--- config.mk ---
export PLATFORM = sky130hd
export DESIGN_NAME = fetch_hazard_ctrl
export DESIGN_NICKNAME = d
export VERILOG_FILES = /design/src/rtl/mips_pkg.sv /design/src/rtl/sat_counter.sv /design/src/rtl/fetch_hazard_ctrl.sv
export SDC_FILE = /design/constraint.sdc
export NUM_CORES = 1
export LEC_CHECK = 0
export CORE_MARGIN = 2
export CORE_UTILIZATION = 40
export DETAILED_ROUTE_END_ITERATION = 7
export GPL_TIMING_DRIVEN = 0
export PLACE_DENSITY = 0.79
export SYNTH_ARGS = -nofsm -noshare
export SYNTH_HDL_FRONTEND = slang
export SYNTH_SLANG_ARGS = --single-unit
--- constraint.sdc ---
create_clock -name clk -period 1.8 [get_ports clk]
set_input_delay 0.36 -clock clk [delete_from_list [all_inputs] [get_ports clk]]
set_output_delay 0.36 -clock clk [all_outputs]
set_load 0.01 [all_outputs]
--- src/rtl/mips_pkg.sv ---
// rtl/mips_pkg.sv - shared types and constants for the MIPS fetch-stage control slice
//
// Purpose: fetch-controller state encoding, fetch PC-mux select encoding
//          and register-index width shared by the fetch control blocks.
// Ports:   none (package).

package mips_pkg;

  localparam int REG_W = 5;

  // Fetch PC-mux select, formed as {if_stall, if_redirect}.
  localparam logic [1:0] PCSEL_SEQ    = 2'b00;
  localparam logic [1:0] PCSEL_BRANCH = 2'b01;
  localparam logic [1:0] PCSEL_HOLD   = 2'b10;

  typedef enum logic [1:0] {
    RUN      = 2'd0,
    STALL    = 2'd1,
    REDIRECT = 2'd2,
    FLUSH    = 2'd3
  } state_t;

endpackage

--- src/rtl/sat_counter.sv ---
// rtl/sat_counter.sv - saturating up-counter with synchronous clear
//
// Purpose: counts cycles with inc=1. It stops at all-ones and never wraps.
//          A synchronous clear takes priority over an increment in the same cycle.
// Ports:   clk   - rising-edge clock
//          rst_n - asynchronous active-low reset (count -> 0)
//          clr   - synchronous clear
//          inc   - increment request for this cycle
//          count - current count [WIDTH-1:0]

module sat_counter #(
  parameter int WIDTH = 16
) (
  input  logic             clk,
  input  logic             rst_n,
  input  logic             clr,
  input  logic             inc,
  output logic [WIDTH-1:0] count
);

  always_ff @(posedge clk or negedge rst_n) begin
    if (!rst_n) begin
      count <= '0;
    end else if (clr) begin
      count <= '0;
    end else if (inc && (count != '1)) begin
      count <= count + WIDTH'(1);
    end
  end

endmodule

--- src/rtl/fetch_hazard_ctrl.sv ---
// rtl/fetch_hazard_ctrl.sv - load-use stall and branch redirect/flush control for MIPS fetch
//
// Purpose: detects load-use hazards between decode and execute and reacts to
//          taken branches. A Moore FSM drives the fetch stall, redirect and
//          flush controls. Two saturating counters record stall and flush cycles.
// Ports:   clk, rst_n              - clock, asynchronous active-low reset
//          id_rs, id_rt            - decode source register fields
//          id_uses_rt              - decode instruction reads rt
//          ex_mem_read, ex_rt      - execute-stage load and its destination
//          branch_taken            - branch/jump resolved taken
//          branch_target           - taken target byte address
//          cnt_clr                 - synchronous clear of both counters
//          if_stall, if_redirect   - PC-mux select {if_stall, if_redirect}
//          if_redirect_addr        - captured branch target
//          ifid_flush, idex_bubble - pipeline register NOP controls
//          stall_cnt, flush_cnt    - saturating cycle counters

module fetch_hazard_ctrl
  import mips_pkg::*;
#(
  parameter int LOAD_STALL_CYCLES = 1,
  parameter int BRANCH_PENALTY    = 1,
  parameter int COUNT_W           = 16
) (
  input  logic               clk,
  input  logic               rst_n,
  input  logic [REG_W-1:0]   id_rs,
  input  logic [REG_W-1:0]   id_rt,
  input  logic               id_uses_rt,
  input  logic               ex_mem_read,
  input  logic [REG_W-1:0]   ex_rt,
  input  logic               branch_taken,
  input  logic [31:0]        branch_target,
  input  logic               cnt_clr,
  output logic               if_stall,
  output logic               if_redirect,
  output logic [31:0]        if_redirect_addr,
  output logic               ifid_flush,
  output logic               idex_bubble,
  output logic [COUNT_W-1:0] stall_cnt,
  output logic [COUNT_W-1:0] flush_cnt
);

  // The remain counter only ever holds values up to max(L, P) - 1.
  localparam int REM_MAX    = (LOAD_STALL_CYCLES > BRANCH_PENALTY) ? LOAD_STALL_CYCLES
                                                                   : BRANCH_PENALTY;
  localparam int REM_W      = (REM_MAX > 1) ? $clog2(REM_MAX) : 1;
  localparam int STALL_INIT = LOAD_STALL_CYCLES - 1;
  localparam int FLUSH_INIT = (BRANCH_PENALTY > 0) ? BRANCH_PENALTY - 1 : 0;

  state_t           state;
  state_t           state_nx;
  logic [REM_W-1:0] remain;
  logic [REM_W-1:0] remain_nx;
  logic             capture;
  logic             hazard;

  // Register $0 is hardwired to zero, so a load that targets it creates no dependency.
  assign hazard = ex_mem_read && (ex_rt != '0) &&
                  ((ex_rt == id_rs) || (id_uses_rt && (ex_rt == id_rt)));

  always_ff @(posedge clk or negedge rst_n) begin
    if (!rst_n) begin
      state            <= RUN;
      remain           <= '0;
      if_redirect_addr <= '0;
    end else begin
      state  <= state_nx;
      remain <= remain_nx;
      if (capture) begin
        if_redirect_addr <= branch_target;
      end
    end
  end

  always_comb begin
    state_nx  = state;
    remain_nx = remain;
    capture   = 1'b0;
    case (state)
      RUN: begin
        // A branch wins over a same-cycle hazard. The stalled instruction is on the wrong path.
        if (branch_taken) begin
          state_nx = REDIRECT;
          capture  = 1'b1;
        end else if (hazard) begin
          state_nx  = STALL;
          remain_nx = REM_W'(STALL_INIT);
        end
      end
      STALL: begin
        if (branch_taken) begin
          state_nx = REDIRECT;
          capture  = 1'b1;
        end else if (remain == '0) begin
          state_nx = RUN;
        end else begin
          remain_nx = remain - REM_W'(1);
        end
      end
      REDIRECT: begin
        // Branches and hazards seen here come from wrong-path instructions, so they are ignored.
        if (BRANCH_PENALTY > 0) begin
          state_nx  = FLUSH;
          remain_nx = REM_W'(FLUSH_INIT);
        end else begin
          state_nx = RUN;
        end
      end
      FLUSH: begin
        if (remain == '0) begin
          state_nx = RUN;
        end else begin
          remain_nx = remain - REM_W'(1);
        end
      end
      default: state_nx = RUN;
    endcase
  end

  // Moore decode. Stall and redirect are mutually exclusive by construction.
  always_comb begin
    if_stall    = 1'b0;
    if_redirect = 1'b0;
    ifid_flush  = 1'b0;
    idex_bubble = 1'b0;
    case (state)
      STALL: begin
        if_stall    = 1'b1;
        idex_bubble = 1'b1;
      end
      REDIRECT: begin
        if_redirect = 1'b1;
        ifid_flush  = 1'b1;
      end
      FLUSH:   ifid_flush = 1'b1;
      default: ;
    endcase
  end

  sat_counter #(.WIDTH(COUNT_W)) u_stall_cnt (
    .clk   (clk),
    .rst_n (rst_n),
    .clr   (cnt_clr),
    .inc   (if_stall),
    .count (stall_cnt)
  );

  sat_counter #(.WIDTH(COUNT_W)) u_flush_cnt (
    .clk   (clk),
    .rst_n (rst_n),
    .clr   (cnt_clr),
    .inc   (ifid_flush),
    .count (flush_cnt)
  );

endmodule

After elaboration in Yosys (flattened, before gate mapping)
Index checks and enable logic that the tools add are counted.
{ "totals": {"wordCells": 51, "regBits": 67} }
{ "classes": {"n_eq_ne": 11, "addsub": 3, "mux": 19, "n_reduce_logical": 13} }
{ "op_table": {"columns": ["cell", "n"], "rows": [
  ["16-bit 2-to-1 mux", 4],
  ["16-bit by 1-bit adder with 16-bit output (second input constant)", 2],
  ["16-bit inequality test (second input constant)", 2],
  ["5-bit equality test", 2],
  ["1-bit 2-to-1 mux", 9],
  ["2-bit 2-to-1 mux", 4],
  ["2-bit case mux with 4 select lines", 1],
  ["2-bit inequality test (second input constant)", 3],
  ["1-bit logical AND", 5],
  ["5-bit nonzero test", 1],
  ["2-bit equality test (second input constant)", 2],
  ["1-bit case mux with 4 select lines", 1],
  ["2-bit nonzero test", 2],
  ["2-bit OR reduction", 2],
  ["3-bit inequality test (second input constant)", 1],
  ["3-bit AND reduction", 1],
  ["2-bit by 1-bit equality test with 1-bit output (second input constant)", 1],
  ["2-bit logical NOT", 1],
  ["1-bit logical OR", 1],
  ["1-bit subtractor (second input constant)", 1]
]} }

Depth between registers and ports, before layout
{ "depth": {"ltp_word": 7, "depth_mapped": 6} }

By module
From an unflattened synthesis, not the netlist that was laid out.
{ "hier_totals": {"cells_unflattened": 290, "area_unflattened_um2": 3316.9} }
{ "modules_own_cells": {"columns": ["module", "cells_per_inst", "seq_area_each_um2", "instances", "area_each_um2"], "rows": [
  ["sat_counter", 98, 400.4, 2, 942.2],
  ["fetch_hazard_ctrl", 94, 850.8, 1, 1432.6]
]} }

Worst setup path before layout
Ideal clock, no wire load.
{ "synth_timing": {"path_kind": "register to register", "from": "register u_flush_cnt.count[0]", "to": "register u_flush_cnt.count[12]", "t_arrival_ps": 1772, "path_slack_ps": -50, "stages_incl_launch_ff": 6, "setup_ps": 78, "n_path_buf": 0, "period_less_slack_ps": 1850, "cell_sequence": "dfrtp_1 ha_1 nand4_4 or3_4 or4_1 a21oi_1"} }
{ "synth_via": {"elab_chain_cells": 3, "elab_cells_between_ends": 6} }
{ "synth_lines": {"columns": ["item", "line", "source"], "rows": [
  ["start: declaration", "sat_counter.sv:18", "output logic [WIDTH-1:0] count"],
  ["start signal: assignment", "sat_counter.sv:27", "count <= count + WIDTH'(1);"],
  ["16-bit by 1-bit adder with 16-bit output / 16-bit inequality test (equally long branches)", "sat_counter.sv:27, sat_counter.sv:26", null],
  ["16-bit 2-to-1 mux / 1-bit logical AND (equally long branches)", "sat_counter.sv:26", "end else if (inc && (count != '1)) begin"],
  ["16-bit 2-to-1 mux / 2-bit nonzero test (equally long branches)", null, null]
]} }
Several ways; a longest one is shown, not always the timed one. The select of a mux whose other input is x is not followed.
A chain may end at the register's enable or synchronous reset.

Worst setup path after layout
{ "layout_timing": {"from": "register u_stall_cnt.count[9]", "to": "register u_stall_cnt.count[8]"} }
{ "layout_via": {"elab_chain_cells": 3} }
{ "layout_lines": {"columns": ["item", "line"], "rows": [
  ["start: declaration", "sat_counter.sv:18"],
  ["start signal: assignment", "sat_counter.sv:27"],
  ["16-bit inequality test", "sat_counter.sv:26"],
  ["1-bit logical AND", "sat_counter.sv:26"],
  ["2-bit nonzero test (no line)", null]
]} }
No other way between the ends.

==> metrics.md <==
| Metric | Value |
|---|---|
| Status | `finished, violations left` |
| Failing checks | `setup timing` |
| Worst R2R Start | `u_stall_cnt.count[9]` |
| Die span in y | `93.9 µm` |
| Vias per cell | `5.50` |
| Syn avg cell area | `11.4 µm²` |
| Starting Density | `41.6%` |
| Initial antenna violation count | `0` |
| Worst hold path class | `input pin to async pin` |
| Placed Cells | `505` |
| Leakage | `2.02 nW` |
| Avg WL per Cell | `16.2 µm` |
| Crit-path max cell delay | `0.42 ns` |
| Crit share post-route | `102%` |
| Finished Layout Cells | `547` |
| Crit path cell chain | `nand4_1 -> buf_4 -> nor4_4 -> buf_4 -> o21ai_0 -> a21oi_1` |
| CP endpoint kind | `register` |
| Async set-or-reset flop fraction in the synthesized netlist | `100%` |
| Clk slew on worst S/H paths | `0.07 ns` |
| H-tree Lvls | `3` |
| Placer congestion estimate | `0.882` |
| Distinct cells, synth | `48` |
| Pins Over Slew Limit | `0` |
| Global-route wire length before repair | `13.5 mm` |
| DRT iter0 DRCs | `207` |
| Final Net Count | `495` |
| Setup WS post-layout | `-0.0272 ns` |
| Min Clock Period, post-route | `1.83 ns` |
| Final setup viols | `3` |
| Cells on worst reg2reg path | `6` |
| Number of CTS-inserted buffers | `9` |
| Detailed-route via count | `3011` |
| Finished Core Util | `65.6%` |
| Global-route usage over all layers | `19.5%` |
| Worst vdd ir | `0.000753 V` |
| Setup tns final | `-0.0467 ns` |
| R2r endpoint | `u_stall_cnt.count[8]` |
| Post-Syn Instances | `283` |
| Commonest non-fill, non-tap cells in the layout | `clkdlybuf4s50_1 (115), dfrtp_1 (55), mux2_2 (36), buf_4 (28), a21oi_1 (18)` |
| Mapped cell area | `3230 µm²` |
| FP Rows | `32` |
| Critical path buffers and inverters | `2` |
| Max-cap violations | `0` |
| RSZ-0062 raised after global routing | `true` |
| Die extent in x | `93.9 µm` |
| Longest Clk Path Bufs | `2` |
| Later-pin clock latency in the skew report | `0.33 ns` |
| Max Freq | `0.547 GHz` |
| Synth warn | `0` |
| FILL cells | `604` |
| Area Growth Syn to Fin | `57.5%` |
| Number of hold buffers added after CTS | `0` |
| Root Driver | `clkbuf_8` |
| Ant. Diodes | `0` |
| Die area | `8820 µm²` |
| Vias in the first global route | `2890` |
| Aggregate routed wire length | `8.87 mm` |
| Worst Path Arrival | `2.08 ns` |
| Place WS | `-0.310 ns` |
| Post-synth EDFFs | `0` |
| CP delay by family, top | `simple AND/OR/NAND/NOR gates` |
| Port buffer count | `120` |
| Largest net degree at the start of global routing | `67` |
| Post-DP HPWL | `5.96 mm` |
| Worst EP required | `2.05 ns` |
| Critical path type | `register to register` |
| Yosys reg bits | `66` |
| Hold Vio Cnt, Final | `0` |
| DRT Pass-1 Iters | `4` |
| Pwr per Cell Area | `1130 nW/µm²` |
| Top FF cell, synth | `dfrtp_1` |
| CP most frequent cell | `buf_4` |
| # IOs | `121` |
| Core box area | `7770 µm²` |
| Slew margin rel. | `44.0%` |
| Commonest non-fill, non-tap cell in the layout | `clkdlybuf4s50_1` |
| DRC Markers | `0` |
| CTS tree | `built` |
| Remaining global-route overflow | `0` |
| CP Launch Type | `register` |
| Crit path max-delay cell type | `dfrtp_2` |
| Critical path peak fanout | `7` |
| Seq/Total Area, Yosys | `51.1%` |
| Post-Syn Nets | `338` |
| Reg-to-reg setup timing slack | `-0.03 ns` |
| Worst Clk Skew | `0.0114 ns` |
| Layout cells sized above 1 | `28.5%` |
| TritonCTS Sinks | `66` |
| Worst Tran Pin Value | `0.840 ns` |
| Routed Antenna Nets | `0` |
-- metal layers --
layer | share of wire (%) | global-route usage (%)
met5 | 0 | 0
met4 | 1.8 | 6.28
met3 | 8.8 | 6.98
met2 | 50 | 32.3
met1 | 39 | 23.6
-- sequential cells by signal, indices dropped and copies added, names as in the netlist --
register	cells
if_redirect_addr	32
state	2
u_flush_cnt.count	16
u_stall_cnt.count	16
-- Yosys cell counts, types with 2 or more instances --
master / n / area (µm²)
a41o_1: 2 / 20.0
o41ai_1: 4 / 35.0
o21ai_0: 9 / 45.0
o31ai_1: 6 / 45.0
nand4_1: 10 / 62.6
buf_4: 2 / 15.0
nand4b_1: 2 / 17.5
ha_1: 2 / 25.0
dfrtp_1: 66 / 1650
and3_1: 3 / 18.8
nand2_1: 12 / 45.0
a21oi_1: 21 / 105
or2_2: 2 / 12.5
nor4_1: 3 / 18.8
o311ai_0: 2 / 17.5
inv_1: 3 / 11.3
nor4b_1: 3 / 26.3
o21ai_1: 3 / 15.0
or3_1: 10 / 62.6
buf_2: 5 / 25.0
nor2b_1: 8 / 50.1
or4_1: 7 / 52.6
nor3_1: 4 / 20.0
nand3_1: 10 / 50.1
xor2_1: 10 / 87.6
nor2_1: 10 / 37.5
mux2_2: 36 / 405
or3_2: 3 / 22.5
mux2i_1: 2 / 20.0
clkbuf_1: 5 / 18.8
-- cell type report --
| class | count | area, µm² | area share [%] |
|---|---|---|---|
| Buffer | 13 | 91.3 | 1.79 |
| Clock buffer | 13 | 159 | 3.12 |
| Clock inverter | 3 | 40.0 | 0.786 |
| Inverter | 3 | 11.3 | 0.221 |
| Multi-Input combinational cell | 201 | 1610 | 31.7 |
| Sequential cell | 66 | 1670 | 32.7 |
| Tap cell | 102 | 128 | 2.50 |
| Timing Repair Buffer | 146 | 1390 | 27.2 |
-- stage by stage --
step | hold WS [ns] | total power [W] | instance area [µm²]
2_1_floorplan | 0.0644 | 0.00312 | 3240
4_1_cts | 0.154 | 0.00574 | 4850
3_3_place_gp | 0.490 | 0.00433 | 4570
6_report | 0.111 | 0.00577 | 5090
5_1_grt | 0.181 | 0.00611 | 5090
3_5_place_dp | 0.494 | 0.00438 | 4570
-- worst max-delay path by stage --
stage,from,end,slack (ns),cells after the start
2_1_floorplan,u_flush_cnt.count[0],u_flush_cnt.count[12],0.03,5
3_3_place_gp,rst_n,u_flush_cnt.count[1],-2.10,1
3_5_place_dp,cnt_clr,u_stall_cnt.count[2],-0.31,4
4_1_cts,u_flush_cnt.count[0],u_flush_cnt.count[12],-0.007,5
5_1_grt,u_stall_cnt.count[13],u_stall_cnt.count[11],-0.08,6
6_report,u_stall_cnt.count[9],u_stall_cnt.count[8],-0.03,6
-- cells by family after synthesis --
logic type      count (synthesis)  share of synthesized area, %
mux                            38                          13.2
fa+ha+maj                       2                         0.774
compound gates                 53                          10.5
flops                          66                          51.1
xor+xnor                       11                          2.98
simple gates                   97                          19.0
buf+inv                        16                          2.51
-- what timing repair did --
| item | in CTS | in global routing |
|---|---|---|
| buffers inserted | 7 | 18 |
| endpoints found under the setup margin | 55 | 63 |
| pin swaps | 6 | 11 |
| cloned | 0 | 2 |
| resized for setup | 12 | 37 |
-- power by group --
group	switching (W)	total [W]	internal (W)
Combinational	0.000886	0.00232	0.00144
Clock	0.000546	0.00126	0.000713
Sequential	0.000273	0.00219	0.00192
Power figures use the tool's default switching activity.
